$ cat config.mk
export PLATFORM = sky130hd
export DESIGN_NAME = alu
export DESIGN_NICKNAME = d
export VERILOG_FILES = /design/src/rtl/alu.sv
export SDC_FILE = /design/constraint.sdc
export NUM_CORES = 1
export LEC_CHECK = 0
export CAP_MARGIN = 15
export CORE_MARGIN = 2
export CORE_UTILIZATION = 25
export DETAILED_ROUTE_END_ITERATION = 12
export SLEW_MARGIN = 5
export SYNTH_ARGS = -nofsm -noshare
export SYNTH_HDL_FRONTEND = slang
export SYNTH_SLANG_ARGS = --single-unit
$ cat constraint.sdc
create_clock -name clk -period 9.12 [get_ports clk]
set_input_delay 1.824 -clock clk [delete_from_list [all_inputs] [get_ports clk]]
set_output_delay 1.824 -clock clk [all_outputs]
set_load 0.01 [all_outputs]
$ cat src/rtl/alu.sv
// +------------------------------------------------------------------+
// | Module   : alu                                                   |
// | Function : ADD/SUB/AND/OR with {N,Z,C,V} flags, plus registered  |
// |            copies of result and flags.                           |
// | Revision : 1.0  initial release                                  |
// +------------------------------------------------------------------+
`default_nettype none

module alu #(
  parameter int WIDTH = 32
) (
  input  logic             clk,
  input  logic             rst_n,
  input  logic [WIDTH-1:0] a,
  input  logic [WIDTH-1:0] b,
  input  logic [1:0]       control,
  output logic [WIDTH-1:0] result,
  output logic [3:0]       flags,
  output logic [WIDTH-1:0] result_q,
  output logic [3:0]       flags_q
);

  localparam logic [1:0] c_OP_ADD = 2'b00;
  localparam logic [1:0] c_OP_SUB = 2'b01;
  localparam logic [1:0] c_OP_AND = 2'b10;
  localparam logic [1:0] c_OP_OR  = 2'b11;

  logic [WIDTH:0]   w_ext;
  logic [WIDTH-1:0] w_result;
  logic             w_carry;
  logic             w_neg;
  logic             w_zero;

  // Arithmetic runs one bit wider so the top bit is carry-out on ADD and borrow on SUB.
  always_comb begin
    w_ext    = '0;
    w_result = '0;
    w_carry  = 1'b0;
    case (control)
      c_OP_ADD: begin
        w_ext    = {1'b0, a} + {1'b0, b};
        w_result = w_ext[WIDTH-1:0];
        w_carry  = w_ext[WIDTH];
      end
      c_OP_SUB: begin
        w_ext    = {1'b0, a} - {1'b0, b};
        w_result = w_ext[WIDTH-1:0];
        w_carry  = w_ext[WIDTH];
      end
      c_OP_AND: w_result = a & b;
      c_OP_OR:  w_result = a | b;
      default: begin
        w_ext    = '0;
        w_result = '0;
        w_carry  = 1'b0;
      end
    endcase
  end

  assign w_neg  = w_result[WIDTH-1];
  assign w_zero = (w_result == '0);

  // V deliberately mirrors C: it flags unsigned overflow/underflow, not signed overflow.
  assign result = w_result;
  assign flags  = {w_neg, w_zero, w_carry, w_carry};

  always_ff @(posedge clk or negedge rst_n) begin
    if (!rst_n) begin
      result_q <= '0;
      flags_q  <= 4'b0000;
    end else begin
      result_q <= result;
      flags_q  <= flags;
    end
  end

endmodule

`default_nettype wire

### Word level (Yosys, flattened, before mapping)

Index checks and enable logic that the tools add are counted.
W data, S select, Z words.

* flip-flop bits (word level): 36
* latch bits: 0
* RAM bits: 0
* memory bits (read-only): 0
* input bits: 68
* word-level logic and storage cells: 13
* memories kept: 0

* $add $sub $neg: 2
* multiply operators: 0
* divide/modulo/power cells: 0
* order comparisons: 0
* equality and inequality tests: 3
* shifts and indexed selects: 0
* mux-type cells: 2
* bitwise operators: 2
* reduce and logical (&&, ||, !) cells: 2

Operators by type and width (count)
* $pmux W32 S4: 1
* $add A32 B32 Y33: 1
* $sub A32 B32 Y33: 1
* $and A32 B32 Y32: 1
* $logic_not A32 Y1: 1
* $or A32 B32 Y32: 1
* $eq A2 B2 Y1 const B: 2
* $eq A2 B1 Y1 const B: 1
* $logic_not A2 Y1: 1
* $pmux W1 S2: 1

### Depth between registers and ports, before layout

* depth in word-level cells: 3
* gate-level depth with buffers: 16

### Least setup slack after synthesis

No wires, ideal clock.

* path type: in2out
* start: in a[12]
* end: out flags[2]
* data arrival time: 5.632 ns
* required time: 7.296 ns
* path slack: 1.664 ns
* cell stages on the path: 15
* buffers on the path: 2
* cells stage by stage: inv_1 > ha_1 > buf_6 > or4_4 > or2_1 > a211oi_2 > o31ai_1 > a211oi_2 > a211oi_1 > or4_1 > or4b_1 > or4_1 > and4b_1 > and4b_1 > buf_4

* word-level cells in the longest chain between the ends: 3
* elaborated cells on any way between the ends: 6

RTL lines
* start: declaration: line 14 `input logic [WIDTH-1:0] a,`
* $sub A32 B32 Y33 / $add A32 B32 Y33 (equally long branches): line 46, 41
* $pmux W32 S4 (*): line 39 `case (control)`
* net result[13]: line 17 `output logic [WIDTH-1:0] result,`
* $logic_not A32 Y1 (*): line 61 `assign w_zero = (w_result == '0);`
* end: declaration: line 18 `output logic [3:0] flags,`

Mark *: on every way through the listed nets, which the timed path passes. The rest lies on a longest branch.

### Worst setup path in the final report

* start: in b[0]
* end: out flags[2]

* word-level cells in the longest chain between the ends: 3
* elaborated cells on any way between the ends: 6

RTL lines
* start: declaration: line 15 `input logic [WIDTH-1:0] b,`
* $sub A32 B32 Y33 (tied with other cells): line 46 `w_ext = {1'b0, a} - {1'b0, b};`
* $pmux W32 S4 (*): line 39
* $logic_not A32 Y1 (*): line 61

Every way passes the cells marked *; elsewhere a longest branch is shown, timed or not.

==> impl_metrics.env <==
export IMPL_synth_xor_area_share_pct=2.74
export IMPL_die_x_um=160
export IMPL_syn_nets=999
export IMPL_rsz0062_at_grt="no"
export IMPL_first_pass_iters=5
export IMPL_synth_avg_cell_area_sq_um=7.30
export IMPL_finalInstanceArea_sq_um=7950
export IMPL_synth_seq_cells=34
export IMPL_final_nets=1119
export IMPL_dieArea_sq_um=25600
export IMPL_crit_fanout=4
export IMPL_register_area_sq_um=851
export IMPL_syn_inst=833
export IMPL_clk_pin_slew_worst_paths_ns=0.06
export IMPL_slew_viol_final=0
export IMPL_synthArstFlopShare_pct=100
export IMPL_drc=0
export IMPL_routed_wl_um=22600
export IMPL_synth_seq_area_share_pct=14.0
export IMPL_endpoint_kind="primary output"
export IMPL_cp_depth=17
export IMPL_place_detailed_hpwl_um=18500
export IMPL_num_vias=6677
export IMPL_placement_cell_area_sq_um=7790
export IMPL_vias_per_cell=5.22
export IMPL_syn_area_sq_um=6080
export IMPL_synth_cell_types=80
export IMPL_relSlewSlack_pct=44.0
export IMPL_layout_drive_gt1_share_pct=5.97
export IMPL_cts_hold_buf=0
export IMPL_yosys_area_share_simple_pct=20.7
export IMPL_status="completed"
export IMPL_ios=140
export IMPL_cp_top_family="simple AND/OR/NAND/NOR gates"
export IMPL_fin_setup_tns_ns=0
export IMPL_mostFrequentLayoutCell="clkdlybuf4s50_1"
export IMPL_clockBufferDepth=2
export IMPL_grt_pass1_vias=6226
export IMPL_synth_fa_ha_area_share_pct=20.4
export IMPL_post_cts_buffers=0
export IMPL_wl_per_cell_um=17.7
export IMPL_startpoint_type="input port"
export IMPL_synth_area_top_cells="ha_1 (20%), dfrtp_1 (14%), inv_1 (6.0%)"
export IMPL_path_buf_inv=4
export IMPL_cp_cell_sequence="clkdlybuf4s50_1 -> ha_1 -> inv_1 -> fa_1 -> nor2b_1 -> o311ai_1 -> buf_4 -> a21oi_1 -> o221a_2 -> nor3_2 -> o2111ai_1 -> or4_1 -> or4b_1 -> or4_1 -> and4b_1 -> and4b_1 -> clkdlybuf4s50_1"
export IMPL_fin_ws_ns=0.314
export IMPL_hold_violations=0
export IMPL_grt_overflow=0
export IMPL_synth_compound_area_share_pct=29.6
export IMPL_min_path_type="input port to async pin"
export IMPL_fin_util_pct=33.0
export IMPL_fill_cells=2592
export IMPL_die_h_um=160
export IMPL_initial_core_util_pct=25.2
export IMPL_multi_input_comb_area_sq_um=4620
export IMPL_critPathArrivalTime_ns=6.98
export IMPL_post_synth_top_area_cell="ha_1"
export IMPL_root_buffer="clkbuf_16"
export IMPL_port_buffers=139
export IMPL_ant_nets=0
export IMPL_cp_required_ns=7.30
export IMPL_post_route_period_util_pct=96.6
export IMPL_peakVddDrop_mv=0.0807
export IMPL_min_period_ns=8.81
export IMPL_core_area_sq_um=24100
export IMPL_setup_violations=0
export IMPL_clkSinkCount=34
export IMPL_grt_pass1_wl_um=35000
export IMPL_cts_made_buffers=5
export IMPL_synth_top_area_share_pct=19.8
export IMPL_synth_top_family_by_area="compound AO/OA/AOI/OAI gates"
export IMPL_track_usage_pct=17.0
export IMPL_cts_tree="yes"
export IMPL_worstMarginPinSlew_ns=0.840
export IMPL_synth_mux_area_share_pct=2.22
export IMPL_hold_slack_ns=1.65
export IMPL_p_leak_nw=3.50
export IMPL_area_growth_pct=30.9
export IMPL_synth_edff_count=0
export IMPL_grt_antenna_before_repair=0
export IMPL_grt_max_degree=35
export IMPL_num_rows=57
export IMPL_final_cell_mix="clkdlybuf4s50_1 (137), inv_1 (97), ha_1 (96), a21oi_1 (66), nand2_1 (65)"
export IMPL_crit_slowest_cell="clkdlybuf4s50_1"
export IMPL_fmax_mhz=114
export IMPL_yosys_warnings=0
export IMPL_htreeDepth=2
export IMPL_ys_flop_type="dfrtp_1"
export IMPL_drt_iter0_markers=627
export IMPL_critPathKind="input port to primary output"
export IMPL_post_place_ws_ns=0.239
export IMPL_slowest_delay_ns=0.55
export IMPL_n_antenna_cell=0
export IMPL_drv_cap=0
export IMPL_power_density_nw_per_um2=110
export IMPL_gp_congestion=0.903
[registers in the layout, summed over array words and instances, names as in the netlist]
signal and cells:
flags_q 3, result_q 31
[final timing paths]
kind                       startpoint      endpoint
max in group asynchronous       rst_n   result_q[2]
worst max-delay path             b[0]      flags[2]
min in group clk           control[0]   result_q[1]
worst min-delay path            rst_n  result_q[21]
[power by group]
part / internal, mW / total [mW] / switching (mW) / leakage (nW)
sequential: 0.174 / 0.180 / 0.00618 / 0.397
clock: 0.108 / 0.175 / 0.0671 / 0.0729
combinational: 0.232 / 0.520 / 0.288 / 3.03
[cell type report]
class	count	share of cell area, %
multi-input cells	650	58.0
repair buffers	162	19.5
flip-flops and latches	34	10.7
well taps	324	5.10
inverters	100	4.72
clock buffers	6	1.75
clock inverters	2	0.157
[metal layers]
metal / share of wire [%] / GRT usage, % / vias to the layer above
met5: 0 / 0 / -
met4: 1.4 / 3.11 / 0
li1: - / - / 3218
met2: 44 / 27.3 / 313
met1: 46 / 24.5 / 3126
met3: 8.0 / 2.36 / 20
[cells by family (layout without fill, tap and decap cells)]
kind of cell    Yosys count  in the layout
flops                    34             34
compound gates          270            270
buf+inv                 149            270
simple gates            251            251
fa+ha+maj                98             98
mux                      12             12
xor+xnor                 19             19
[stage by stage]
step / power (mW) / std cells
2_1_floorplan: 0.465 / 833
3_3_place_gp: 0.694 / 1270
3_5_place_dp: 0.695 / 1270
4_1_cts: 0.875 / 1278
5_1_grt: 0.932 / 1278
6_report: 0.876 / 1278
[cells in the mapped netlist, types with 12 or more instances]
cell      number
o31ai_1       13
ha_1          96
a21o_1        12
a21oi_1       67
clkbuf_1      28
nor2_1        64
o21ai_0       58
inv_1         97
xnor2_1       13
nor4_1        12
o211ai_1      12
a211oi_1      12
nor2b_1       16
dfrtp_1       34
nand2_1       65
nor3_1        19
nand3_1       15
[timing repair]
| action | CTS | global route |
|---|---|---|
| endpoints found under the setup margin | 0 | 1 |
| endpoints found under the hold margin | 0 | 0 |
| resized for setup | 0 | 3 |
Note: power is estimated with default switching activity, not from simulation.
